`config.mk`:
```
export PLATFORM = sky130hd
export DESIGN_NAME = msg_schedule_flat
export DESIGN_NICKNAME = d
export VERILOG_FILES = /design/src/rtl/sha2_pkg.sv /design/src/rtl/msg_schedule_if.sv /design/src/rtl/msg_sigma.sv /design/src/rtl/msg_schedule.sv /design/src/flat_wrapper.sv
export SDC_FILE = /design/constraint.sdc
export NUM_CORES = 1
export LEC_CHECK = 0
export CORE_MARGIN = 3
export CORE_UTILIZATION = 50
export DETAILED_ROUTE_END_ITERATION = 16
export PLACE_DENSITY = 0.71
export SYNTH_ARGS = -nofsm -noshare
export SYNTH_HDL_FRONTEND = slang
export SYNTH_SLANG_ARGS = --single-unit
```
`constraint.sdc`:
```
create_clock -name clk_i -period 7.2 [get_ports clk_i]
set_input_delay 1.08 -clock clk_i [delete_from_list [all_inputs] [get_ports clk_i]]
set_output_delay 1.08 -clock clk_i [all_outputs]
set_load 0.01 [all_outputs]
```
`src/rtl/sha2_pkg.sv`:
```
`default_nettype none
// +----------------------------------------------------------------------------+
// | sha2_pkg                                                                   |
// | Shared SHA-2 constants, schedule state encoding and sigma0/sigma1 helpers.  |
// | Revision: 1.0                                                              |
// +----------------------------------------------------------------------------+
package sha2_pkg;

    localparam int unsigned W32_WORD   = 32;
    localparam int unsigned W32_ROUNDS = 64;
    localparam int unsigned W64_WORD   = 64;
    localparam int unsigned W64_ROUNDS = 80;
    localparam int unsigned WIN_DEPTH  = 16;
    localparam int unsigned IDX_W      = 7;

    typedef enum logic [0:0] {
        ST_LOAD = 1'b0,
        ST_GEN  = 1'b1
    } state_e;

    localparam int unsigned S0_ROT_A_32 = 7;
    localparam int unsigned S0_ROT_B_32 = 18;
    localparam int unsigned S0_SHR_32   = 3;
    localparam int unsigned S1_ROT_A_32 = 17;
    localparam int unsigned S1_ROT_B_32 = 19;
    localparam int unsigned S1_SHR_32   = 10;

    localparam int unsigned S0_ROT_A_64 = 1;
    localparam int unsigned S0_ROT_B_64 = 8;
    localparam int unsigned S0_SHR_64   = 7;
    localparam int unsigned S1_ROT_A_64 = 19;
    localparam int unsigned S1_ROT_B_64 = 61;
    localparam int unsigned S1_SHR_64   = 6;

    function automatic bit cfg_legal(input int unsigned word_w, input int unsigned rounds);
        return ((word_w == W32_WORD) && (rounds == W32_ROUNDS)) ||
               ((word_w == W64_WORD) && (rounds == W64_ROUNDS));
    endfunction

    function automatic logic [31:0] rotr_w32(input logic [31:0] x, input int unsigned n);
        return (x >> n) | (x << (32 - n));
    endfunction

    function automatic logic [63:0] rotr_w64(input logic [63:0] x, input int unsigned n);
        return (x >> n) | (x << (64 - n));
    endfunction

    function automatic logic [31:0] sigma0_w32(input logic [31:0] x);
        return rotr_w32(x, S0_ROT_A_32) ^ rotr_w32(x, S0_ROT_B_32) ^ (x >> S0_SHR_32);
    endfunction

    function automatic logic [31:0] sigma1_w32(input logic [31:0] x);
        return rotr_w32(x, S1_ROT_A_32) ^ rotr_w32(x, S1_ROT_B_32) ^ (x >> S1_SHR_32);
    endfunction

    function automatic logic [63:0] sigma0_w64(input logic [63:0] x);
        return rotr_w64(x, S0_ROT_A_64) ^ rotr_w64(x, S0_ROT_B_64) ^ (x >> S0_SHR_64);
    endfunction

    function automatic logic [63:0] sigma1_w64(input logic [63:0] x);
        return rotr_w64(x, S1_ROT_A_64) ^ rotr_w64(x, S1_ROT_B_64) ^ (x >> S1_SHR_64);
    endfunction

endpackage
`default_nettype wire

```
`src/rtl/msg_schedule_if.sv`:
```
`default_nettype none
// +----------------------------------------------------------------------------+
// | msg_schedule_if                                                            |
// | Message-word input and schedule-word output handshakes of msg_schedule.    |
// | Revision: 1.0                                                              |
// +----------------------------------------------------------------------------+
interface msg_schedule_if #(
    parameter int unsigned WORD_W = 32
);
    logic              in_valid_i;
    logic              in_ready_o;
    logic [WORD_W-1:0] in_data_i;
    logic              out_valid_o;
    logic              out_ready_i;
    logic [WORD_W-1:0] out_data_o;
    logic [6:0]        out_idx_o;
    logic              out_last_o;

    modport master (
        output in_valid_i, in_data_i, out_ready_i,
        input  in_ready_o, out_valid_o, out_data_o, out_idx_o, out_last_o
    );

    modport slave (
        input  in_valid_i, in_data_i, out_ready_i,
        output in_ready_o, out_valid_o, out_data_o, out_idx_o, out_last_o
    );
endinterface
`default_nettype wire

```
`src/rtl/msg_sigma.sv`:
```
`default_nettype none
// +----------------------------------------------------------------------------+
// | msg_sigma                                                                  |
// | Combinational SHA-2 small sigma0/sigma1 for 32- or 64-bit words.           |
// | Revision: 1.0                                                              |
// +----------------------------------------------------------------------------+
module msg_sigma
    import sha2_pkg::*;
#(
    parameter int unsigned WORD_W = 32
) (
    input  logic [WORD_W-1:0] x0_i,
    input  logic [WORD_W-1:0] x1_i,
    output logic [WORD_W-1:0] s0_o,
    output logic [WORD_W-1:0] s1_o
);

    if (WORD_W == W64_WORD) begin : g_w64
        assign s0_o = sigma0_w64(x0_i);
        assign s1_o = sigma1_w64(x1_i);
    end else begin : g_w32
        assign s0_o = sigma0_w32(x0_i);
        assign s1_o = sigma1_w32(x1_i);
    end

endmodule
`default_nettype wire

```
`src/rtl/msg_schedule.sv`:
```
`default_nettype none
// +----------------------------------------------------------------------------+
// | msg_schedule                                                               |
// | SHA-2 message-schedule generator: 16 loaded words, then W16..W(ROUNDS-1).  |
// | Option: MSG_SCHEDULE_PRESUM_EN registers W(t-16)+s0(W(t-15))+W(t-7).       |
// | Revision: 1.0                                                              |
// +----------------------------------------------------------------------------+
module msg_schedule
    import sha2_pkg::*;
#(
    parameter int unsigned WORD_W = 32,
    parameter int unsigned ROUNDS = 64
) (
    input  logic          clk_i,
    input  logic          rst_ni,
    input  logic          flush_i,
    msg_schedule_if.slave bus
);

    localparam logic [IDX_W-1:0] LAST_IDX      = IDX_W'(ROUNDS - 1);
    localparam logic [IDX_W-1:0] LOAD_LAST_IDX = IDX_W'(WIN_DEPTH - 1);

    if (!cfg_legal(WORD_W, ROUNDS)) begin : g_bad_cfg
        $error("msg_schedule: WORD_W/ROUNDS must be 32/64 or 64/80");
    end

    state_e            state_q, state_d;
    logic [IDX_W-1:0]  t_q, t_d;
    logic [WORD_W-1:0] win_q [WIN_DEPTH];
    logic [WORD_W-1:0] win_d [WIN_DEPTH];
    logic              out_valid_q, out_valid_d;
    logic [WORD_W-1:0] out_data_q, out_data_d;
    logic [IDX_W-1:0]  out_idx_q, out_idx_d;
    logic              out_last_q, out_last_d;

    logic              advance, accept, produce;
    logic [WORD_W-1:0] sig0, sig1, gen_word, new_word;

    assign advance  = !out_valid_q || bus.out_ready_i;
    assign accept   = (state_q == ST_LOAD) && advance && bus.in_valid_i;
    assign produce  = accept || ((state_q == ST_GEN) && advance);
    assign new_word = (state_q == ST_LOAD) ? bus.in_data_i : gen_word;

`ifdef MSG_SCHEDULE_PRESUM_EN
    logic [WORD_W-1:0] presum_q, presum_d;

    // Taps are one slot higher than for Wt: the window shifts on the same edge.
    msg_sigma #(.WORD_W(WORD_W)) u_sigma (
        .x0_i (win_q[2]),
        .x1_i (win_q[14]),
        .s0_o (sig0),
        .s1_o (sig1)
    );

    assign gen_word = sig1 + presum_q;

    always_comb begin
        presum_d = presum_q;
        if (flush_i) begin
            presum_d = '0;
        end else if (produce) begin
            presum_d = win_q[1] + sig0 + win_q[10];
        end
    end

    always_ff @(posedge clk_i or negedge rst_ni) begin
        if (!rst_ni) begin
            presum_q <= '0;
        end else begin
            presum_q <= presum_d;
        end
    end
`else
    msg_sigma #(.WORD_W(WORD_W)) u_sigma (
        .x0_i (win_q[1]),
        .x1_i (win_q[14]),
        .s0_o (sig0),
        .s1_o (sig1)
    );

    assign gen_word = sig1 + win_q[9] + sig0 + win_q[0];
`endif

    always_comb begin
        state_d     = state_q;
        t_d         = t_q;
        win_d       = win_q;
        out_valid_d = out_valid_q;
        out_data_d  = out_data_q;
        out_idx_d   = out_idx_q;
        out_last_d  = out_last_q;

        if (advance) begin
            out_valid_d = produce;
            out_last_d  = produce && (t_q == LAST_IDX);
        end

        if (produce) begin
            out_data_d = new_word;
            out_idx_d  = t_q;
            for (int i = 0; i < WIN_DEPTH - 1; i++) begin
                win_d[i] = win_q[i+1];
            end
            win_d[WIN_DEPTH-1] = new_word;
            if (t_q == LAST_IDX) begin
                t_d     = '0;
                state_d = ST_LOAD;
            end else begin
                t_d = t_q + 1'b1;
                if (t_q == LOAD_LAST_IDX) begin
                    state_d = ST_GEN;
                end
            end
        end

        // Abort wins over any concurrent load or generate.
        if (flush_i) begin
            state_d     = ST_LOAD;
            t_d         = '0;
            out_valid_d = 1'b0;
            out_last_d  = 1'b0;
            for (int i = 0; i < WIN_DEPTH; i++) begin
                win_d[i] = '0;
            end
        end
    end

    always_ff @(posedge clk_i or negedge rst_ni) begin
        if (!rst_ni) begin
            state_q     <= ST_LOAD;
            t_q         <= '0;
            out_valid_q <= 1'b0;
            out_data_q  <= '0;
            out_idx_q   <= '0;
            out_last_q  <= 1'b0;
            for (int i = 0; i < WIN_DEPTH; i++) begin
                win_q[i] <= '0;
            end
        end else begin
            state_q     <= state_d;
            t_q         <= t_d;
            out_valid_q <= out_valid_d;
            out_data_q  <= out_data_d;
            out_idx_q   <= out_idx_d;
            out_last_q  <= out_last_d;
            win_q       <= win_d;
        end
    end

    assign bus.in_ready_o  = (state_q == ST_LOAD) && advance;
    assign bus.out_valid_o = out_valid_q;
    assign bus.out_data_o  = out_data_q;
    assign bus.out_idx_o   = out_idx_q;
    assign bus.out_last_o  = out_last_q;

endmodule
`default_nettype wire
```
`src/flat_wrapper.sv`:
```
// flat-port wrapper written by rule: the top's interface ports become plain ports
module msg_schedule_flat import sha2_pkg::*;
#(
    parameter int unsigned WORD_W = 32,
    parameter int unsigned ROUNDS = 64
)
  (clk_i, rst_ni, flush_i, bus_in_valid_i, bus_in_data_i, bus_out_ready_i, bus_in_ready_o, bus_out_valid_o, bus_out_data_o, bus_out_idx_o, bus_out_last_o);
  msg_schedule_if #(.WORD_W(WORD_W)) bus_i ();
  input  logic clk_i;
  input  logic rst_ni;
  input  logic flush_i;
  input wire logic [$bits(bus_i.in_valid_i)-1:0] bus_in_valid_i;
  input wire logic [$bits(bus_i.in_data_i)-1:0] bus_in_data_i;
  input wire logic [$bits(bus_i.out_ready_i)-1:0] bus_out_ready_i;
  output wire logic [$bits(bus_i.in_ready_o)-1:0] bus_in_ready_o;
  output wire logic [$bits(bus_i.out_valid_o)-1:0] bus_out_valid_o;
  output wire logic [$bits(bus_i.out_data_o)-1:0] bus_out_data_o;
  output wire logic [$bits(bus_i.out_idx_o)-1:0] bus_out_idx_o;
  output wire logic [$bits(bus_i.out_last_o)-1:0] bus_out_last_o;
  assign bus_i.in_valid_i = bus_in_valid_i;
  assign bus_i.in_data_i = bus_in_data_i;
  assign bus_i.out_ready_i = bus_out_ready_i;
  assign bus_in_ready_o = bus_i.in_ready_o;
  assign bus_out_valid_o = bus_i.out_valid_o;
  assign bus_out_data_o = bus_i.out_data_o;
  assign bus_out_idx_o = bus_i.out_idx_o;
  assign bus_out_last_o = bus_i.out_last_o;
  msg_schedule #(.WORD_W(WORD_W), .ROUNDS(ROUNDS)) u_core (.clk_i(clk_i), .rst_ni(rst_ni), .flush_i(flush_i), .bus(bus_i));
endmodule
```
After elaboration in Yosys (flattened, before gate mapping)
Index checks and enable logic that the tools add are counted.

storage, ports and cells
  register bits = 561
  input bits = 37
  output and inout bits = 42
  word-level logic and storage cells = 62

operators by class
  $add $sub $neg = 4
  equality and inequality tests = 2
  muxes and demuxes = 14
  bitwise operators = 9
  reductions and logical operators = 11

operators with widths
  cell                 number
  $mux 512             2
  $add 32x32->32       3
  $xor 32x32->32       2
  $mux 32              1
  $or 13x32->32        1
  $or 14x32->32        1
  $or 15x32->32        1
  $or 25x32->32        1
  $xor 32x22->32       1
  $xor 32x29->32       1
  $mux 7               3
  $mux 1               8
  $add 7x1->7 const B  1
  $eq 7x4->1 const B   1
  $eq 7x6->1 const B   1
  $logic_and 1x1->1    4
  $reduce_bool 2->1    2
  $reduce_bool 3->1    1
  $logic_or 1x1->1     2
  $reduce_and 2->1     1
  $logic_not 1->1      1
  $not 1->1            1

Logic depth before layout (Yosys ltp)
Gate-level depths: netlist (run 1).

  depth in word-level cells = 9
  depth in mapped cells = 17
  gate-level depth less buffers = 16

Modules after synthesis
Synthesis (run 1) repeated with hierarchy kept, for this count alone.

second synthesis, totals
  cells, all modules = 2,997
  area, all modules = 27,113.5 um^2

modules (own cells, without submodules)
  module        instances  cells each  area each (um^2)  sequential area each (um^2)
  msg_schedule  1          2,933       25,783.5          14,038.5
  msg_sigma     1          64          1,330.0           0.0

Worst setup path before layout (run 1)
OpenSTA, ideal clock, no wires.

  path kind = flip-flop to flip-flop
  start point = reg u_core.win_q[456] (netlist name)
  end point = reg u_core.win_q[25] (netlist name)
  setup time = 0.094 ns
  data arrival time = 3.783 ns
  data required time = 7.106 ns
  slack = 3.323 ns
  cell stages (with the launch flop) = 18
  path buffers = 1
  clock period less this slack = 3.877 ns
  cell sequence = dfrtp_1 > clkbuf_1 > xnor2_1 > xnor2_1 > fa_1 > inv_1 > fa_1 > inv_1 > ha_1 > inv_1 > fa_1 > nor2b_4 > o2111ai_2 > a32oi_2 > a21oi_2 > a211oi_2 > xnor2_1 > a221oi_2

between the ends
  word-level cells in the longest chain between the ends = 8
  elaborated cells between the ends (all ways) = 9
  classes of those cells = add/sub (2); mux (3); bitwise (4)

RTL lines
  what                                            RTL line             text
  start, declared                                 msg_schedule.sv:29   logic [WORD_W-1:0] win_q [WIN_DEPTH];
  start signal, assigned                          msg_schedule.sv:146  win_q <= win_d;
  $or 25x32->32 or $or 14x32->32 (tied branches)  sha2_pkg.sv:41       return (x >> n) | (x << (32 - n));
  $xor 32x32->32                                  sha2_pkg.sv:49       return rotr_w32(x, S0_ROT_A_32) ^ rotr_w32(x, S0_ROT_B_32) ^ (x >> S0_SHR_32);
  $xor 32x29->32 *                                sha2_pkg.sv:49
  $add 32x32->32 * (2 in a row)                   msg_schedule.sv:81   assign gen_word = sig1 + win_q[9] + sig0 + win_q[0];
  $mux 32 *                                       msg_schedule.sv:42   assign new_word = (state_q == ST_LOAD) ? bus.in_data_i : gen_word;
  $mux 512 *                                      msg_schedule.sv:98   if (produce) begin
  $mux 512 *                                      msg_schedule.sv:117  if (flush_i) begin

Every way passes the cells marked *; elsewhere a longest branch is shown, timed or not. The select of a mux whose other input is x is not followed.
A chain may end at the register's enable or synchronous reset.

Worst setup path in the final report (run 1)
  start point = reg u_core.win_q[456] (netlist name)
  end point = reg u_core.out_data_q[13] (netlist: u_core.bus.out_data_o[13])

between the ends
  word-level cells in the longest chain between the ends = 6

RTL lines
  what                           RTL line             text
  $or 25x32->32                  sha2_pkg.sv:41
  $xor 32x32->32                 sha2_pkg.sv:49
  $xor 32x29->32 *               sha2_pkg.sv:49
  $add 32x32->32 * (2 in a row)  msg_schedule.sv:81
  $mux 32 *                      msg_schedule.sv:42
  end signal, assigned           msg_schedule.sv:143  out_data_q <= out_data_d;
  end, declared                  msg_schedule.sv:32   logic [WORD_W-1:0] out_data_q, out_data_d;

Every way passes the cells marked *; elsewhere a longest branch is shown, timed or not.

==> impl_metrics.json, run 1 <==
{
  "status": "finished clean",
  "final_layout_size_suffix_gt1_share_pct": 4.80,
  "numCtsBuffers": 59,
  "cts_sinks": 561,
  "grt_pass1_wl_um": 116000,
  "cts_tree": "yes",
  "cts_hold_buf": 0,
  "tightest_slew_ns": 1.28,
  "cts_root_buf": "clkbuf_16",
  "vias": 21000,
  "regArea_mm2": 0.0140,
  "routed_wirelength_um": 72900,
  "crit_family": "adder cells",
  "via_per_inst": 5.56,
  "yosys-top-cells-area": "dfrtp_1 52%, nand2_1 14%, a21oi_1 9.8%",
  "hp-class": "primary input to asynchronous set/reset pin",
  "timing.final.crit_period_ns": 4.71,
  "intPower_mw": 5.34,
  "pre_cts_ws_ns": 2.56,
  "finalSetupViolCount": 0,
  "cp_num_buf_inv": 3,
  "powerDensity_mw_per_mm2": 234,
  "ant_nets": 0,
  "sequentialPowerShare_pct": 45.9,
  "dpl_cell_area_mm2": 0.0281,
  "slowest_stage": "a21boi_0",
  "rsz0062_at_grt": "no",
  "syn_area_per_cell_um2": 8.69,
  "syn_inst": 3129,
  "synth-edff-count": 0,
  "power_switching_share_pct": 24.6,
  "wl_per_cell_um": 19.3,
  "vdd_drop_max_mv": 0.263,
  "seq_area_frac_synth_pct": 51.6,
  "regToRegSetupSlack_ns": 2.49,
  "cp_max_fo": 5,
  "synth_seq_cells": 561,
  "drc_errors": 0,
  "power.total_mw": 7.08,
  "p_leak_nw": 12.9,
  "grt_max_degree": 228,
  "grt_usage_pct": 25.8,
  "cp.arrival_ns": 5.18,
  "multi_input_area_mm2": 0.0116,
  "dr.first_iter.drc_count": 1992,
  "core-area_mm2": 0.0532,
  "synth.cell_area_mm2": 0.0272,
  "max_slew_margin_pct": 14.8,
  "gr-total-overflow": 0,
  "initial_core_util_pct": 51.1,
  "h-tree-depth": 2,
  "final_max_slew_viol_count": 0,
  "num-nets-final": 3164,
  "final_area_mm2": 0.0302,
  "fillers": 4724,
  "first_pass_iters": 5,
  "tns_ns": 0,
  "cp-end-kind": "register",
  "grt_pass1_vias": 20400,
  "synth.net_count": 3260,
  "cts_buffer_depth": 3,
  "dieArea_mm2": 0.0572,
  "portBuffers": 78,
  "synth_flop_cell": "dfrtp_1",
  "cts_setup_buffers": 0,
  "die_x_um": 239,
  "area_growth_pct": 11.1,
  "synth_top_area_share_pct": 51.6,
  "clock_power_share_pct": 46.1,
  "max_freq_mhz": 212,
  "pwr-share-comb_pct": 8.0,
  "antenna_found_initial": 0,
  "maxCapViolCount": 0,
  "finalClockSkew_ns": 0.0162,
  "die_h_um": 239,
  "yosysMostFrequentCell": "nand2_1",
  "clk_pin_slew_worst_paths_ns": 0.06,
  "critPathLaunchType": "register",
  "critical_path_class": "register to register",
  "yosys_warnings": 0,
  "rows": 84,
  "worst_slack_ns": 2.49,
  "diodes": 0,
  "crit_required_ns": 7.67,
  "slowest_delay_ns": 0.53,
  "io_pins": 79,
  "fin_crit_sh_pct": 65.4,
  "ys_async_sr_fraction_pct": 100,
  "cts_resized": 0,
  "yosys.area.top_type": "dfrtp_1",
  "hold_viol": 0,
  "fin_util_pct": 56.8,
  "path_cells": "xnor2_1 > xnor2_1 > fa_1 > inv_1 > fa_1 > inv_1 > ha_1 > inv_1 > fa_1 > nor2b_4 > o2111ai_2 > a32oi_2 > a21oi_2 > xnor2_1 > a21boi_0 > nor2_1",
  "hpwlAfterDp_um": 48200,
  "globalplace.congestion": 0.950,
  "netSwitchingPower_mw": 1.74,
  "yosysUniqueCellTypes": 70,
  "insertion_delay_ns": 0.62,
  "ys_top_cells_by_count": "1037 x nand2_1, 561 x dfrtp_1, 533 x a21oi_1"
}
-- stage by stage --
step	hold slack, ns	cells
floorplan	0.476	3129
global placement	0.462	3660
detailed placement	0.467	3660
CTS	0.431	3771
global route	0.439	3771
finish	0.427	3771
-- layer usage --
layer	part of all wire, %	GRT usage, %	up-vias	wire length [um]
met2	47	40.7	500	34400
met3	5.7	4.46	120	4190
li1	-	-	9819	-
met1	44	36.9	10500	32200
met4	2.9	7.60	0	2090
met5	0	0	-	0
-- layout make-up --
cell class | instances | share of cell area, %
Sequential cell | 561 | 46.5
Clock buffer | 82 | 5.78
Inverter | 145 | 1.80
Multi-Input combinational cell | 2170 | 38.5
Clock inverter | 29 | 1.23
Tap cell | 688 | 2.85
Timing Repair Buffer | 96 | 3.40
-- kinds of logic after synthesis --
family | Yosys count | share of synthesized area [%]
AOI/OAI and AO/OA | 666 | 13.5
buffers and inverters | 398 | 5.73
muxes | 8 | 0.304
xor gates and xnor gates | 141 | 4.54
adders and majority gates | 94 | 6.04
DFF | 561 | 51.6
and+or+nand+nor | 1261 | 18.3
-- cells in the final DEF (no fill, tap or decap), types with 13 or more instances in the layout --
| cell | instances |
|---|---|
| a21oi_1 | 533 |
| nor3_1 | 38 |
| o21ai_0 | 23 |
| a21o_1 | 17 |
| nand2_1 | 1037 |
| clkbuf_8 | 14 |
| dfrtp_1 | 561 |
| ha_1 | 32 |
| clkinv_2 | 13 |
| fa_1 | 62 |
| clkbuf_16 | 61 |
| inv_1 | 145 |
| xnor2_1 | 119 |
| xor2_1 | 22 |
| nor2_1 | 122 |
| a211oi_1 | 17 |
| clkdlybuf4s50_1 | 76 |
-- power by group through the flow --
stage               combinational (mW)  clock [mW]  sequential, mW
detailed placement               0.571           0            3.31
finish                           0.565        3.26            3.25
global route                     0.626        3.46            3.25
floorplan                        0.324           0            3.29
CTS                              0.573        3.33            3.25
global placement                 0.566           0            3.30
-- worst paths after layout --
| path | from | endpoint | depth (start not counted) |
|---|---|---|---|
| hold reg to reg | u_core.bus.out_idx_o[4] | u_core.bus.out_idx_o[4] | 2 |
| hold / removal | rst_ni | u_core.win_q[412] | 1 |
| max in group asynchronous | rst_ni | u_core.win_q[261] | 2 |
| setup reg to reg | u_core.win_q[456] | u_core.bus.out_data_o[13] | 16 |
| min in group clk_i | u_core.bus.out_idx_o[4] | u_core.bus.out_idx_o[4] | 2 |
| setup / recovery | u_core.win_q[456] | u_core.bus.out_data_o[13] | 16 |
-- flip-flops by register name (all words and copies together) (netlist names) --
name,count
u_core.bus.out_idx_o,7
u_core.bus.out_data_o,32
u_core.t_q,7
u_core.bus.out_valid_o,1
u_core.bus.out_last_o,1
u_core.state_q,1
u_core.win_q,512
Power figures use the tool's default switching activity.
==> run 2, diff against run 1 <==
Settings changed: PLACE_DENSITY 0.71 to 0.73.
Clock period 7.2 ns to 3.9 ns, I/O delays scaled along.
==> run 2 against run 1 <==
Core utilization increased by 5.1 points. Critical path depth down 2. Register-to-register slack worse by 2.5 ns. Worst setup slack got worse by 2.5 ns. Flip-flop and latch count is the same. Via count grew 4.5%. The run now ends with negative setup slack left. Final area increased by 8.9%. Sequential share of layout area fell by 3.7 points. Highest routed layer unchanged. Largest power group unchanged. Die area stayed put.
==> impl_metrics.json, run 2 (same netlist as run 1, synthesis figures left out) <==
{
  "via_per_inst": 5.51,
  "hpwlAfterDp_um": 51400,
  "fin_crit_sh_pct": 101,
  "gr-total-overflow": 0,
  "h-tree-depth": 2,
  "max_slew_margin_pct": 41.5,
  "rows": 84,
  "antenna_found_initial": 0,
  "num-nets-final": 3369,
  "status": "complete, but fails checks",
  "layout_common_cells": "1036 x nand2_1, 542 x dfrtp_1, 526 x a21oi_1",
  "pre_cts_ws_ns": -0.211,
  "hp-class": "primary input to asynchronous set/reset pin",
  "crit_family": "adder cells",
  "drc_errors": 0,
  "cts_root_buf": "clkbuf_16",
  "routed_wirelength_um": 75400,
  "dr.first_iter.drc_count": 1692,
  "die_h_um": 239,
  "clk_pin_slew_worst_paths_ns": 0.07,
  "cts_hold_buf": 0,
  "maxCapViolCount": 0,
  "grt_pass1_wl_um": 121000,
  "vias": 21900,
  "die_x_um": 239,
  "path_cells": "xnor2_2 > xnor2_2 > fa_1 > inv_2 > fa_1 > buf_4 > fa_2 > nor2b_4 > o2111ai_4 > a32oi_4 > a21oi_2 > a211oi_2 > xnor2_1 > a221oi_2",
  "finalClockSkew_ns": 0.0246,
  "cp-end-kind": "register",
  "worst_slack_ns": -0.0238,
  "portBuffers": 78,
  "layout_commonest_cell": "nand2_1",
  "slowest_stage": "fa_1",
  "violations": "negative setup slack",
  "powerDensity_mw_per_mm2": 414,
  "initial_core_util_pct": 51.1,
  "critPathLaunchType": "register",
  "power.total_mw": 13.6,
  "area_growth_pct": 21.0,
  "numCtsBuffers": 60,
  "grt_pass1_vias": 21800,
  "wl_per_cell_um": 19.0,
  "final_max_slew_viol_count": 0,
  "cp.arrival_ns": 4.44,
  "diodes": 0,
  "cts_buffer_depth": 3,
  "finalSetupViolCount": 3,
  "tns_ns": -0.0444,
  "ant_nets": 0,
  "grt_usage_pct": 26.7,
  "tightest_slew_ns": 0.878,
  "cts_sinks": 561,
  "grt_max_degree": 129,
  "crit_required_ns": 4.42,
  "final_layout_size_suffix_gt1_share_pct": 14.6,
  "core-area_mm2": 0.0532,
  "max_freq_mhz": 255,
  "dieArea_mm2": 0.0572,
  "timing.final.crit_period_ns": 3.92,
  "stdcell_count": 3974,
  "critical_path_class": "register to register",
  "insertion_delay_ns": 0.64,
  "largest_reg_flops": 512,
  "slowest_delay_ns": 0.48,
  "largest-register": "u_core.win_q",
  "first_pass_iters": 6,
  "p_leak_nw": 14.1,
  "dp.cells": 3848,
  "vdd_drop_max_mv": 0.360,
  "hold_viol": 0,
  "cp_max_fo": 5,
  "globalplace.congestion": 0.927,
  "cts_tree": "yes",
  "fin_hold_ws_ns": 0.00889,
  "io_pins": 79,
  "cp_num_buf_inv": 2,
  "rsz0062_at_grt": "yes"
}
==> run 2: layout make-up <==
class,instances,area [um2]
fill,4460,20300
sequential,561,14100
multi-input combinational,2170,12400
timing repair buffer,300,2770
clock buffer,79,1710
tap,688,861
inverter,145,548
clock inverter,31,529
==> run 2: per-layer routing <==
layer	track usage [%]	part of all wire, %	wire [um]	vias to the layer above
met1	37.0	43	32600	11000
met4	9.60	3.4	2550	0
met3	3.91	5.1	3880	136
met5	0	0	0	-
met2	43.3	48	36400	533
li1	-	-	-	10200
==> run 2: through the flow <==
step                      utilization [%]  area [um2]
after floorplan                         -       27200
after global placement               55.8       29700
after detailed placement             55.8       29700
after CTS                            60.8       32300
after global routing                 61.9       32900
final                                61.9       32900
==> run 2: timing repair <==
item,in CTS,in global routing
endpoints found under the setup margin,41,45
setup buffers,11,7
pin swaps,30,49
cloned,0,0
resized for setup,63,108
==> run 2: power breakdown <==
| part | total (mW) | internal, mW | switching, mW |
|---|---|---|---|
| registers | 5.99 | 5.91 | 0.0855 |
| logic | 1.24 | 0.437 | 0.806 |
| clock network | 6.38 | 3.95 | 2.43 |
==> run 2: path summary, 6_finish.rpt <==
check	cells past startpoint	to	from	slack (ns)
setup / recovery	14	u_core.win_q[25]	u_core.win_q[468]	-0.02
hold / removal	1	u_core.win_q[100]	rst_ni	0.009
setup reg to reg	14	u_core.win_q[25]	u_core.win_q[468]	-0.02
hold reg to reg	1	u_core.bus.out_data_o[2]	u_core.bus.out_data_o[2]	0.48
max in group asynchronous	2	u_core.win_q[474]	rst_ni	2.84
min in group clk_i	1	u_core.bus.out_data_o[2]	u_core.bus.out_data_o[2]	0.48
==> run 3, diff against run 2 <==
--- a/config.mk
+++ b/config.mk
@@ -10,3 +10,3 @@
 export DETAILED_ROUTE_END_ITERATION = 16
-export PLACE_DENSITY = 0.73
+export PLACE_DENSITY = 0.69
 export SYNTH_ARGS = -nofsm -noshare
==> constraint.sdc (replaced) <==
create_clock -name clk_i -period 3.9 [get_ports clk_i]
set_input_delay 0.78 -clock clk_i [delete_from_list [all_inputs] [get_ports clk_i]]
set_output_delay 0.78 -clock clk_i [all_outputs]
set_load 0.01 [all_outputs]
==> run 3 against run 2 <==
The flow still finishes with violations (negative setup slack). Global-route usage is essentially flat. Total power shrank 3.8%. Combinational power is essentially flat. Via count grew 0.85%. Critical path type unchanged.
==> impl_metrics.json, run 3 (same netlist as run 1, synthesis figures left out) <==
{
  "finalClockSkew_ns": 0.0279,
  "initial_core_util_pct": 51.1,
  "cp.arrival_ns": 4.48,
  "first_pass_iters": 5,
  "regArea_mm2": 0.0141,
  "routed_wirelength_um": 76300,
  "die_h_um": 239,
  "worst_slack_ns": -0.0557,
  "h-tree-depth": 2,
  "violations": "negative setup slack",
  "rsz0062_at_grt": "yes",
  "dr.first_iter.drc_count": 1746,
  "grt_pass1_vias": 21600,
  "ant_nets": 0,
  "crit_family": "adder cells",
  "io_pins": 79,
  "numCtsBuffers": 57,
  "layout_common_cells": "1035 x nand2_1, 534 x dfrtp_1, 522 x a21oi_1",
  "powerDensity_mw_per_mm2": 397,
  "fin_crit_sh_pct": 101,
  "finalSetupViolCount": 8,
  "drc_errors": 0,
  "crit_required_ns": 4.42,
  "tightest_slew_ns": 0.919,
  "area_growth_pct": 21.4,
  "clk_pin_slew_worst_paths_ns": 0.06,
  "gr-usage-met1_pct": 37.5,
  "dieArea_mm2": 0.0572,
  "path_cells": "xnor2_4 > xnor2_2 > fa_1 > inv_1 > fa_1 > buf_4 > fa_2 > nor2b_4 > o2111ai_4 > a32oi_4 > a21oi_4 > a211oi_2 > xnor2_2 > a221oi_2",
  "globalplace.congestion": 0.897,
  "insertion_delay_ns": 0.62,
  "p_leak_nw": 14.1,
  "hold_viol": 0,
  "pre_cts_ws_ns": -0.239,
  "vdd_drop_max_mv": 0.340,
  "largest_reg_flops": 512,
  "cts_root_buf": "clkbuf_16",
  "dpl_cell_area_mm2": 0.0298,
  "core-area_mm2": 0.0532,
  "largest-register": "u_core.win_q",
  "critical_path_class": "register to register",
  "wl_per_cell_um": 19.2,
  "num-nets-final": 3369,
  "timing.final.crit_period_ns": 3.96,
  "fillers": 4475,
  "cts_hold_buf": 0,
  "rr_startpoint": "u_core.win_q[468]",
  "diodes": 0,
  "maxCapViolCount": 0,
  "max_slew_margin_pct": 38.7,
  "top_usage_layer": "met2",
  "cts_sinks": 561,
  "rows": 84,
  "cts_tree": "yes",
  "layout_commonest_cell": "nand2_1",
  "met3_usage_pct": 3.22,
  "cp-startpoint": "u_core.win_q[468]",
  "critPathLaunchType": "register",
  "hpwlAfterDp_um": 51800,
  "final_max_slew_viol_count": 0,
  "hp-class": "primary input to asynchronous set/reset pin",
  "final_layout_size_suffix_gt1_share_pct": 15.3,
  "slowest_delay_ns": 0.56,
  "grt_pass1_wl_um": 120000,
  "cts_buffer_depth": 3,
  "multi_input_area_mm2": 0.0127,
  "slowest_stage": "fa_1",
  "portBuffers": 78,
  "via_per_inst": 5.56,
  "fin_hold_ws_ns": 0.181,
  "final_area_mm2": 0.0330,
  "status": "complete, but fails checks",
  "antenna_found_initial": 0,
  "vias": 22100,
  "tns_ns": -0.221,
  "cp_num_buf_inv": 2,
  "cp_max_fo": 4,
  "gr-total-overflow": 0,
  "grt_max_degree": 125,
  "max_freq_mhz": 253,
  "use_met2_pct": 44.1,
  "grt_usage_pct": 26.7,
  "cp-end-kind": "register",
  "die_x_um": 239
}
-- run 3: final timing paths --
kind / depth (start not counted) / slack [ns] / end
worst max-delay path: 14 / -0.06 / u_core.win_q[25]
worst min-delay path: 1 / 0.18 / u_core.win_q[351]
worst max register to register: 14 / -0.06 / u_core.win_q[25]
worst min register to register: 2 / 0.48 / u_core.bus.out_idx_o[0]
max in group asynchronous: 2 / 2.60 / u_core.win_q[462]
min in group clk_i: 2 / 0.48 / u_core.bus.out_idx_o[0]
-- run 3: metal layers --
layer	share of wire, %	wire length, um
met1	44	33200
met5	0	0
met3	4.8	3650
met4	2.8	2120
met2	49	37300
-- run 3: cell type report --
type                    count  area share (%)
multi-input cells        2170            38.4
clock inverters            26            1.24
inverters                 145            1.65
well taps                 688            2.61
clock buffers              77            4.82
flip-flops and latches    561            42.6
repair buffers            303            8.63
-- run 3: report_power, final --
part	internal [mW]	total, mW	switching, mW
clock network	3.52	5.85	2.33
logic	0.449	1.27	0.817
registers	5.91	5.99	0.0846
total	9.88	13.1	3.23
-- run 3: what timing repair did --
| action | CTS | global route |
|---|---|---|
| gates resized for setup | 93 | 119 |
| buffers inserted | 7 | 10 |
| endpoints found under the setup margin | 43 | 47 |
| pin swaps | 37 | 37 |
-- run 3: through the flow --
stage	total power [mW]	utilization [%]	std cells
2_1_floorplan	6.67	-	3129
3_3_place_gp	7.28	55.9	3852
3_5_place_dp	7.30	55.9	3852
4_1_cts	13.2	60.7	3962
5_1_grt	13.6	62.1	3970
6_report	13.1	62.1	3970
